**src/rtl/rblwe_cmd_sequencer.sv**
```systemverilog
// rblwe_cmd_sequencer
//   Host-side initiator for the RBLWE accelerator. Queues host instructions
//   in a small FIFO, issues them one at a time with a single-cycle start
//   pulse, holds operands and H stable while the accelerator works, and
//   returns the captured W word through a valid/ready response port.
//   Also owns the 36-bit H register (host loads, SAMPLE results overwrite).
//
// Ports
//   clk, rst_n                 clock, async active-low reset
//   i_cmd_valid / o_cmd_ready  host command handshake (ready = FIFO not full)
//   i_cmd_opcode/d/g/b         command opcode and operands
//   i_h_load, i_h_load_data    one-cycle H load strobe and value
//   o_h_reg                    current H
//   o_acc_start                one-cycle start pulse to the accelerator
//   o_acc_opcode/d/g/b/h       command in flight, held from issue onwards
//   i_acc_w/valid/done         accelerator result, valid, completion
//   o_rsp_valid / i_rsp_ready  response handshake
//   o_rsp_opcode/w/err         response payload (w = 0 when err)
//   o_busy                     FSM active or commands still queued
//
// state  | meaning
// IDLE   | waiting for a queued command; pops the FIFO head
// ISSUE  | start pulse cycle, operands presented to accelerator
// WAIT   | waiting for acc_done, timeout down-counter running
// ERR    | illegal opcode, build error response without issuing
// RESP   | response held until the host accepts it
module rblwe_cmd_sequencer #(
  parameter int FIFO_DEPTH     = 4,
  parameter int TIMEOUT_CYCLES = 1024
) (
  input  logic        clk,
  input  logic        rst_n,
  input  logic        i_cmd_valid,
  output logic        o_cmd_ready,
  input  logic [4:0]  i_cmd_opcode,
  input  logic [31:0] i_cmd_d,
  input  logic [31:0] i_cmd_g,
  input  logic [31:0] i_cmd_b,
  input  logic        i_h_load,
  input  logic [35:0] i_h_load_data,
  output logic [35:0] o_h_reg,
  output logic        o_acc_start,
  output logic [4:0]  o_acc_opcode,
  output logic [31:0] o_acc_d,
  output logic [31:0] o_acc_g,
  output logic [31:0] o_acc_b,
  output logic [35:0] o_acc_h,
  input  logic [35:0] i_acc_w,
  input  logic        i_acc_valid,
  input  logic        i_acc_done,
  output logic        o_rsp_valid,
  input  logic        i_rsp_ready,
  output logic [4:0]  o_rsp_opcode,
  output logic [35:0] o_rsp_w,
  output logic        o_rsp_err,
  output logic        o_busy
);

  localparam int PW = $clog2(FIFO_DEPTH);
  localparam int TW = (TIMEOUT_CYCLES > 1) ? $clog2(TIMEOUT_CYCLES) : 1;
  localparam logic [PW:0]   PTR_ONE  = {{PW{1'b0}}, 1'b1};
  localparam logic [TW-1:0] TMR_ONE  = {{(TW-1){1'b0}}, 1'b1};
  localparam logic [TW-1:0] TMR_LOAD = TW'(TIMEOUT_CYCLES - 1);
  localparam logic [4:0]    OP_SAMPLE = 5'b00100;

  typedef enum logic [2:0] {
    S_IDLE  = 3'd0,
    S_ISSUE = 3'd1,
    S_WAIT  = 3'd2,
    S_ERR   = 3'd3,
    S_RESP  = 3'd4
  } state_t;

  // Command FIFO storage (no reset needed, guarded by pointers)
  logic [4:0]  r_fifo_op [FIFO_DEPTH];
  logic [31:0] r_fifo_d  [FIFO_DEPTH];
  logic [31:0] r_fifo_g  [FIFO_DEPTH];
  logic [31:0] r_fifo_b  [FIFO_DEPTH];
  logic [PW:0] r_wr_ptr;
  logic [PW:0] r_rd_ptr;

  state_t        r_state;
  logic [TW-1:0] r_timer;
  logic          r_captured;
  logic [35:0]   r_w_cap;
  logic [35:0]   r_h_reg;
  logic          r_acc_start;
  logic [4:0]    r_acc_opcode;
  logic [31:0]   r_acc_d;
  logic [31:0]   r_acc_g;
  logic [31:0]   r_acc_b;
  logic [35:0]   r_acc_h;
  logic          r_rsp_valid;
  logic [4:0]    r_rsp_opcode;
  logic [35:0]   r_rsp_w;
  logic          r_rsp_err;

  logic        w_empty;
  logic        w_full;
  logic        w_push;
  logic        w_pop;
  logic        w_head_legal;
  logic [4:0]  w_head_op;
  logic [31:0] w_head_d;
  logic [31:0] w_head_g;
  logic [31:0] w_head_b;

  // Extra pointer MSB distinguishes full from empty when the indices match
  assign w_empty = (r_wr_ptr == r_rd_ptr);
  assign w_full  = (r_wr_ptr[PW] != r_rd_ptr[PW]) &&
                   (r_wr_ptr[PW-1:0] == r_rd_ptr[PW-1:0]);
  assign w_push  = i_cmd_valid && !w_full;
  assign w_pop   = (r_state == S_IDLE) && !w_empty;

  assign w_head_op = r_fifo_op[r_rd_ptr[PW-1:0]];
  assign w_head_d  = r_fifo_d[r_rd_ptr[PW-1:0]];
  assign w_head_g  = r_fifo_g[r_rd_ptr[PW-1:0]];
  assign w_head_b  = r_fifo_b[r_rd_ptr[PW-1:0]];

  always_comb begin
    w_head_legal = 1'b0;
    case (w_head_op)
      5'b00001, 5'b00010, 5'b00011, 5'b00100, 5'b00110: w_head_legal = 1'b1;
      default:                                          w_head_legal = 1'b0;
    endcase
  end

  always_ff @(posedge clk) begin
    if (w_push) begin
      r_fifo_op[r_wr_ptr[PW-1:0]] <= i_cmd_opcode;
      r_fifo_d[r_wr_ptr[PW-1:0]]  <= i_cmd_d;
      r_fifo_g[r_wr_ptr[PW-1:0]]  <= i_cmd_g;
      r_fifo_b[r_wr_ptr[PW-1:0]]  <= i_cmd_b;
    end
  end

  always_ff @(posedge clk or negedge rst_n) begin
    if (!rst_n) begin
      r_wr_ptr <= '0;
      r_rd_ptr <= '0;
    end else begin
      if (w_push) r_wr_ptr <= r_wr_ptr + PTR_ONE;
      if (w_pop)  r_rd_ptr <= r_rd_ptr + PTR_ONE;
    end
  end

  always_ff @(posedge clk or negedge rst_n) begin
    if (!rst_n) begin
      r_state      <= S_IDLE;
      r_timer      <= '0;
      r_captured   <= 1'b0;
      r_w_cap      <= '0;
      r_h_reg      <= '0;
      r_acc_start  <= 1'b0;
      r_acc_opcode <= '0;
      r_acc_d      <= '0;
      r_acc_g      <= '0;
      r_acc_b      <= '0;
      r_acc_h      <= '0;
      r_rsp_valid  <= 1'b0;
      r_rsp_opcode <= '0;
      r_rsp_w      <= '0;
      r_rsp_err    <= 1'b0;
    end else begin
      r_acc_start <= 1'b0;

      // A SAMPLE completion takes priority over a coincident host load
      if (r_state == S_WAIT && i_acc_done && r_acc_opcode == OP_SAMPLE)
        r_h_reg <= i_acc_w;
      else if (i_h_load)
        r_h_reg <= i_h_load_data;

      case (r_state)
        S_IDLE: begin
          if (!w_empty) begin
            r_rsp_opcode <= w_head_op;
            if (w_head_legal) begin
              r_acc_start  <= 1'b1;
              r_acc_opcode <= w_head_op;
              r_acc_d      <= w_head_d;
              r_acc_g      <= w_head_g;
              r_acc_b      <= w_head_b;
              r_acc_h      <= r_h_reg;
              r_state      <= S_ISSUE;
            end else begin
              r_state <= S_ERR;
            end
          end
        end
        S_ISSUE: begin
          r_timer    <= TMR_LOAD;
          r_captured <= 1'b0;
          r_state    <= S_WAIT;
        end
        S_WAIT: begin
          if (i_acc_done) begin
            r_rsp_w     <= r_captured ? r_w_cap : i_acc_w;
            r_rsp_err   <= 1'b0;
            r_rsp_valid <= 1'b1;
            r_state     <= S_RESP;
          end else if (r_timer == '0) begin
            r_rsp_w     <= '0;
            r_rsp_err   <= 1'b1;
            r_rsp_valid <= 1'b1;
            r_state     <= S_RESP;
          end else begin
            r_timer <= r_timer - TMR_ONE;
            // Only the first valid beat is kept; later beats are ignored
            if (i_acc_valid && !r_captured) begin
              r_captured <= 1'b1;
              r_w_cap    <= i_acc_w;
            end
          end
        end
        S_ERR: begin
          r_rsp_w     <= '0;
          r_rsp_err   <= 1'b1;
          r_rsp_valid <= 1'b1;
          r_state     <= S_RESP;
        end
        S_RESP: begin
          if (i_rsp_ready) begin
            r_rsp_valid <= 1'b0;
            r_state     <= S_IDLE;
          end
        end
        default: r_state <= S_IDLE;
      endcase
    end
  end

  assign o_cmd_ready  = !w_full;
  assign o_h_reg      = r_h_reg;
  assign o_acc_start  = r_acc_start;
  assign o_acc_opcode = r_acc_opcode;
  assign o_acc_d      = r_acc_d;
  assign o_acc_g      = r_acc_g;
  assign o_acc_b      = r_acc_b;
  assign o_acc_h      = r_acc_h;
  assign o_rsp_valid  = r_rsp_valid;
  assign o_rsp_opcode = r_rsp_opcode;
  assign o_rsp_w      = r_rsp_w;
  assign o_rsp_err    = r_rsp_err;
  assign o_busy       = (r_state != S_IDLE) || !w_empty;

endmodule
```
**config.mk**
```make
export PLATFORM = sky130hd
export DESIGN_NAME = rblwe_cmd_sequencer
export DESIGN_NICKNAME = d
export VERILOG_FILES = /design/src/rtl/rblwe_cmd_sequencer.sv
export SDC_FILE = /design/constraint.sdc
export NUM_CORES = 1
export LEC_CHECK = 0
export CAP_MARGIN = 20
export CORE_UTILIZATION = 30
export DETAILED_ROUTE_END_ITERATION = 8
export MAX_ROUTING_LAYER = met4
export PLACE_DENSITY_LB_ADDON = 0.25
export SKIP_LAST_GASP = 1
export SLEW_MARGIN = 10
export SYNTH_ARGS = -nofsm -noshare
export SYNTH_HDL_FRONTEND = slang
export SYNTH_SLANG_ARGS = --single-unit
```
**constraint.sdc**
```tcl
create_clock -name clk -period 5.1 [get_ports clk]
set_input_delay 1.275 -clock clk [delete_from_list [all_inputs] [get_ports clk]]
set_output_delay 1.275 -clock clk [all_outputs]
set_load 0.005 [all_outputs]
```
Word-level counts from Yosys, hierarchy flattened
Memories as Yosys holds them, arrays and structs flattened. A register that Yosys moved wholly into a read port is not among the register bits. Cells that the tools add are included.

Register bits after elaboration: 177. RAM bits: 404. Output and inout bits: 219. Logic and storage cells: 103. Memories: 4.

Memories: r_fifo_b (words 4, width 32, rd ports 1, clocked after Yosys merged registers in 1, write ports 1, RTL line 78) `logic [31:0] r_fifo_b [FIFO_DEPTH];`; r_fifo_d (words 4, width 32, rd ports 1, clocked after Yosys merged registers in 1, write ports 1, RTL line 76) `logic [31:0] r_fifo_d [FIFO_DEPTH];`; r_fifo_g (words 4, width 32, rd ports 1, clocked after Yosys merged registers in 1, write ports 1, RTL line 77) `logic [31:0] r_fifo_g [FIFO_DEPTH];`; r_fifo_op (words 4, width 5, rd ports 1, clocked after Yosys merged registers in 0, write ports 1, RTL line 75) `logic [4:0] r_fifo_op [FIFO_DEPTH];`.

$add $sub $neg: 3. Equality and inequality tests: 19. Mux-type cells: 31. Bitwise operators: 3. Reductions and logical operators: 29.

Operators by type and width (count): $mux W36 (5); $pmux W36 S2 (1); $mux W10 (2); $pmux W10 S2 (1); $eq A5 B3 Y1 const B (3); $pmux W3 S5 (1); $mux W1 (13); $mux W3 (4); $reduce_and A3 Y1 (4); $eq A5 B2 Y1 const B (2); $logic_not A10 Y1 (1); $sub A10 B1 Y10 const B (1); $ne A2 B2 Y1 const B (4); $reduce_and A4 Y1 (2); $add A3 B1 Y3 const B (2); $eq A3 B2 Y1 const B (2); $logic_and A1 B1 Y1 (6); $logic_not A1 Y1 (6); $reduce_bool A2 Y1 (3); $reduce_bool A3 Y1 (2); $eq A5 B1 Y1 const B (1); $reduce_or A5 Y1 (1); $pmux W1 S2 (2); $reduce_and A2 Y1 (2); other kinds (12) (14).

Longest topological paths before layout
Gate-level depths: netlist of the first run. An unclocked memory read counts as a cell.

Word-level depth: 7. Gate-level depth with buffers: 8. Mapped depth without buffers: 6.

Worst setup path before layout of the first run
Ideal clock, no wire load.

Kind: input -> register. Start: input port i_cmd_valid. End: memory r_fifo_b[3][0], enable pin. Library setup time: 0.473 ns. Data arrival time: 4.055 ns. Required time: 4.627 ns. Path slack: 0.572 ns. Cell stages on the path: 3. Path buffers: 0. Cells stage by stage: inv_1 a31oi_1 and2_1.

Longest elaborated chain between the ends: 3.

RTL lines: from (decl) (RTL line 33) `input logic i_cmd_valid,`; $logic_and A1 B1 Y1 (RTL line 112) `assign w_push = i_cmd_valid && !w_full;`; $mux W1 (RTL line 129) `if (w_push) begin`; $mux W1 (not written as such) (RTL line 133) `r_fifo_b[r_wr_ptr[PW-1:0]] <= i_cmd_b;`; to (decl) (RTL line 78).

No other way between the ends.

Final worst setup path of the first run
Start: register r_rd_ptr[0]. End: output port o_busy.

Longest elaborated chain between the ends: 3.

RTL lines: from (decl) (RTL line 80) `logic [PW:0] r_rd_ptr;`; from (signal assigned) (RTL line 143) `if (w_pop) r_rd_ptr <= r_rd_ptr + PTR_ONE;`; $eq A3 B3 Y1 (RTL line 109) `assign w_empty = (r_wr_ptr == r_rd_ptr);`; $logic_not A1 Y1 (RTL line 244) `assign o_busy = (r_state != S_IDLE) || !w_empty;`; $logic_or A1 B1 Y1 (RTL line 244); to (decl) (RTL line 56) `output logic o_busy`.

No other way between the ends.

==> results of run 1 <==
==> placed cells by master (no fill, tap or decap), drive strengths merged, types with 6 or more instances in the layout <==
cell and n:
nand2 43, inv 11, edfxtp 404, clkbuf 113, diode 9, o2bb2ai 36, clkinv 23, o21ai 41
buf 31, mux4 101, or3 6, ha 7, mux2i 72, nor2 6, mux2 177, dfrtp 273
clkdlybuf4s50 396
==> report_power, final <==
| part | total, mW | switching [mW] | leakage, nW | internal, mW |
|---|---|---|---|---|
| Combinational | 5.84 | 2.61 | 3.88 | 3.23 |
| Sequential | 8.32 | 0.734 | 7.00 | 7.58 |
| Clock | 5.70 | 2.30 | 1.32 | 3.40 |
==> cell type report <==
class	instances	area, µm²	share of cell area [%]
flip-flops and latches	677	19000	56.1
clock inverters	33	435	1.29
well taps	1134	1420	4.20
multi-input cells	550	6300	18.6
inverters	8	30.0	0.0888
clock buffers	113	2270	6.73
repair buffers	427	4350	12.9
diodes	9	22.5	0.0666
==> Yosys cell counts (8+ instances only) <==
master,instances,area [µm²]
edfxtp_1,404,12100
dfrtp_1,273,6830
mux2_1,165,1860
mux4_2,101,2270
mux2i_1,72,721
clkbuf_1,44,165
nand2_1,43,161
o21ai_0,41,205
o2bb2ai_1,36,315
buf_4,13,97.6
mux2_2,12,135
inv_1,8,30.0
==> layer usage <==
| metal | routed length, µm | up-vias |
|---|---|---|
| met1 | 25400 | 6850 |
| met3 | 4740 | 98 |
| li1 | - | 6015 |
| met4 | 1340 | 0 |
| met5 | 0 | - |
| met2 | 29100 | 377 |
==> per-stage QoR <==
step,power [mW],worst slack [ns],util [%],std cells,hold slack [ns]
floorplan,11.4,0.572,-,1302,0.458
global placement,14.3,1.02,36.9,2795,0.466
detailed placement,14.5,0.954,37.0,2796,0.474
CTS,20.3,0.942,40.2,2942,0.486
global route,21.0,0.836,40.2,2951,0.490
finish,19.9,1.04,40.2,2951,0.482
==> final timing paths <==
kind / slack [ns] / depth (start not counted) / endpoint
min reg2reg: 0.48 / 1 / o_acc_h[27]$_DFFE_PN0P_
min in group asynchronous: 0.65 / 1 / o_acc_h[32]$_DFFE_PN0P_
min: 0.48 / 1 / o_acc_h[27]$_DFFE_PN0P_
max reg2reg: 1.72 / 5 / o_acc_h[1]$_DFFE_PN0P_
max: 1.04 / 4 / o_busy
max in group asynchronous: 3.31 / 2 / o_acc_g[24]$_DFFE_PN0P_
==> critical path, cell delays in order, from the launching register on <==
cell and delay, ns:
dfrtp_4 0.67, xnor2_1 0.53, nand2_1 0.08, or3_1 0.37, clkdlybuf4s50_1 0.52
==> kinds of logic after synthesis <==
kind of cell,count (synthesis),synth area share (%)
adders and majority gates,7,0.342
xor gates and xnor gates,10,0.342
AOI/OAI and AO/OA,94,2.57
and+or+nand+nor,89,1.76
DFF,677,74.1
muxes,350,19.5
buffers and inverters,75,1.38
==> qor.yml, run 1 <==
status:
  outcome: "completed"
finish:
  final_layout_size_suffix_gt1_share_pct: 15.5
  nNetsFinal: 1929
  areaGrowthSynthToFinish_pct: 32.1
  fillers: 7691
  fin_area_um2: 33800
clocking:
  cts_buffers: 78
  cts_resized: 0
  cts_tree: "built"
  cts_sinks: 677
  htree_levels: 3
  cts_root_buffer: "clkbuf_16"
  holdBufCountCts: 0
  clk_pin_slew_ns: 0.06
  postCtsSetupBuffers: 0
  worstSkewPairLatency_ns: 0.63
  clock_path_buffers: 3
drt:
  vias: 13300
  finalWirelength_um: 60600
  drt_iter0_markers: 593
  vias_per_cell: 4.52
  drtPass1Iterations: 5
  ant_nets: 0
  drc: 0
  wl_per_cell_um: 20.5
min_path:
  hold_class: "reg -> reg"
  min_from: "o_acc_h[27]$_DFFE_PN0P_"
grt:
  grtUsageTotal_pct: 14.5
  antenna_found_initial: 10
  busiest_layer: "met2"
  grt_pass1_vias: 14400
  grt_max_degree: 122
  grt_pass1_wl_um: 91000
  grt_overflow: 0
  met2_usage_pct: 23.2
  gr-usage-met3_pct: 4.74
  grt_util_met1_pct: 17.4
timing:
  tightest_slew_ns: 0.988
  max_freq_mhz: 247
  finalHoldViolCount: 0
  relSlewSlack_pct: 34.1
  setup_tns_ns: 0
  finalMaxSlewViolations: 0
  final-setup-viol-count: 0
  rsz0062_at_grt: "no"
  post-route-period-util_pct: 79.5
  skew_ns: 0.0374
  period_minus_slack_ns: 4.06
floorplan:
  initial_core_util_pct: 30.4
  die_w_um: 294
  io_pins: 399
  rows: 106
  dieHeight_um: 294
  dieArea_um2: 86500
  core_um2: 84100
synth:
  synth_warnings: 0
  ys_types: 48
  syn-num-nets: 1489
  seq_area_frac_synth_pct: 74.1
  ys_async_sr_fraction_pct: 40.3
  synthFlopType: "edfxtp_1"
  ys_ff_latch: 677
  netlist_area_um2: 25600
  synth_cells: 1302
  synth_edf_count: 404
  synth.avg_cell_area_um2: 19.7
placed_design:
  dp_hpwl_um: 38300
  gp_congestion: 0.769
  place_area_um2: 31100
  numPortBuffers: 398
setup_path:
  critPathCaptureType: "output pin"
  crit_arrival_ns: 2.78
  critPathRequiredTime_ns: 3.83
  r2r-start: "r_rd_ptr[0]$_DFFE_PN0P_"
  crit_start: "r_rd_ptr[0]$_DFFE_PN0P_"
  path_max_fanout: 23
  path_class: "reg -> out"
  start_kind: "flip-flop"
pwr:
  powerDensity_nw_per_um2: 587
  leakagePower_nw: 12.2
  ir_drop_uv: 315
job:
  drv_cap: 0
Power figures use the tool's default switching activity.
==> run 2, diff against run 1 <==
clock period = 3.86 ns   (was 5.1 ns; I/O delays follow)
==> qor.yml, run 2 (synthesis results as in run 1) <==
grt:
  antenna_found_initial: 11  # +1
  grt_overflow: 0  # unchanged
  grt_pass1_vias: 14500  # +0.45%
  grt_pass1_wl_um: 93200  # +2.5%
  grt_max_degree: 95  # -22%
  grtUsageTotal_pct: 14.8  # +0.31 points
setup_path:
  r2r_slack_ns: 0.78  # -0.94 ns
  r2r-start: "r_rd_ptr[1]$_DFFE_PN0P_"
  crit_path_top_delay_cell: "dfrtp_4"
  cpPeakStageDelay_ns: 0.57  # -0.10 ns
  reg2regPathDepth: 7  # +2
  critPathRequiredTime_ns: 2.89  # -0.94 ns
  path_max_fanout: 9  # -61%
  start_kind: "flip-flop"
  path_cells: "xnor2_1 > nand2_1 > or3_1 > clkdlybuf4s50_1"
  critPathCaptureType: "output pin"
  crit_start: "r_rd_ptr[0]$_DFFE_PN0P_"
  crit_arrival_ns: 2.64  # -0.14 ns
  timing.rr.end: "o_acc_b[22]$_DFFE_PN0P_"
  path_class: "reg -> out"
timing:
  relSlewSlack_pct: 34.2  # +0.051 points
  tightest_slew_ns: 0.987  # -0.000765 ns
  finalHoldViolCount: 0  # unchanged
  period_minus_slack_ns: 3.61
  finalMaxSlewViolations: 0  # unchanged
  setup_tns_ns: 0  # unchanged
  rsz0062_at_grt: "no"
  post-route-period-util_pct: 93.4
  final-setup-viol-count: 0  # unchanged
  max_freq_mhz: 277
  skew_ns: 0.0573  # +0.0199 ns
  fin_ws_ns: 0.253  # -0.790 ns
clocking:
  clk_pin_slew_ns: 0.06  # about the same
  cts_sinks: 677  # unchanged
  cts_resized: 0  # unchanged
  cts_root_buffer: "clkbuf_16"
  holdBufCountCts: 0  # unchanged
  worstSkewPairLatency_ns: 0.63  # about the same
  postCtsSetupBuffers: 0  # unchanged
  htree_levels: 3  # unchanged
  clock_path_buffers: 3  # unchanged
  cts_tree: "built"
  cts_buffers: 77  # -1.3%
floorplan:
  die_w_um: 294  # unchanged
  core_um2: 84100  # unchanged
  dieHeight_um: 294  # unchanged
  initial_core_util_pct: 30.4  # unchanged
  rows: 106  # unchanged
  dieArea_um2: 86500  # unchanged
  io_pins: 399  # unchanged
drt:
  vias_per_cell: 4.54  # +0.51%
  wirelength_met1_um: 26200  # +3.1%
  drtPass1Iterations: 4  # -1
  finalWirelength_um: 61700  # +1.9%
  ant_nets: 0  # unchanged
  drc: 0  # unchanged
  drt_iter0_markers: 600  # +1.2%
  vias: 13400  # +0.79%
  wl_per_cell_um: 20.9  # +1.6%
  routed.top_layer: "met4"
  wl_met3_um: 5440  # +15%
  routed-wl-met2_um: 29000  # -0.46%
placed_design:
  dp_hpwl_um: 39500  # +3.2%
  place_ws_ns: 0.663  # -0.290 ns
  dp_cells: 2805  # +0.32%
  gp_congestion: 0.749  # -2.5%
  numPortBuffers: 398  # unchanged
pwr:
  ir_drop_uv: 504  # +60%
  leakagePower_nw: 12.2  # -0.25%
  powerDensity_nw_per_um2: 768  # +31%
status:
  outcome: "completed"
finish:
  nNetsFinal: 1937  # +0.41%
  areaGrowthSynthToFinish_pct: 32.1  # about the same
  fillers: 7693  # +0.026%
  finalNonFillerCells: 2959  # +0.27%
  final_layout_size_suffix_gt1_share_pct: 15.8  # +0.28 points
  final_cell_mix: "edfxtp_1, clkdlybuf4s50_1, dfrtp_1"
  layout_commonest_cell: "edfxtp_1"
job:
  drv_cap: 0  # unchanged
min_path:
  hold_class: "in -> async"
## run 2: critical path, delay by kind of cell (launching register included)
family | cells | cell delay [ns]
xor gates and xnor gates | 1 | 0.53
buffers and inverters | 1 | 0.47
DFF | 1 | 0.57
and+or+nand+nor | 2 | 0.43
## run 2: layer usage
layer / vias up / GRT usage, %
met2: 376 / 23.1
met1: 6964 / 17.8
met5: - / -
met3: 80 / 5.48
met4: 0 / 4.14
li1: 6025 / -
## run 2: stage by stage
| step | area, µm² | hold slack, ns | util, % | power, mW |
|---|---|---|---|---|
| 3_3_place_gp | 31200 | 0.466 | 37.2 | 19.1 |
| 6_report | 33800 | 0.205 | 40.2 | 26.0 |
| 2_1_floorplan | 25600 | 0.458 | - | 15.0 |
| 4_1_cts | 33800 | 0.159 | 40.2 | 26.5 |
| 5_1_grt | 33800 | 0.181 | 40.2 | 27.5 |
| 3_5_place_dp | 31200 | 0.474 | 37.2 | 19.2 |
## run 2: area by class of cell
type / instances / area (µm²) / area share (%)
clock buffer: 115 / 2240 / 6.63
inverter: 8 / 30.0 / 0.0888
multi-input combinational: 550 / 6300 / 18.6
antenna: 11 / 27.5 / 0.0814
timing repair buffer: 436 / 4520 / 13.4
sequential: 677 / 19000 / 56.1
tap: 1134 / 1420 / 4.20
clock inverter: 28 / 295 / 0.874
## run 2: worst max path at each step
stage                                           end
after floorplan            r_fifo_b[3][0]$_DFFE_PP_
after global placement    r_fifo_g[3][28]$_DFFE_PP_
after detailed placement  r_fifo_g[3][28]$_DFFE_PP_
after CTS                                    o_busy
after global routing                         o_busy
final                                        o_busy
## run 2: where the power goes
group / switching [mW] / leakage [nW] / internal, mW
logic: 3.56 / 3.95 / 4.36
clock network: 3.02 / 1.22 / 4.08
registers: 0.921 / 7.00 / 10.0
total: 7.50 / 12.2 / 18.5
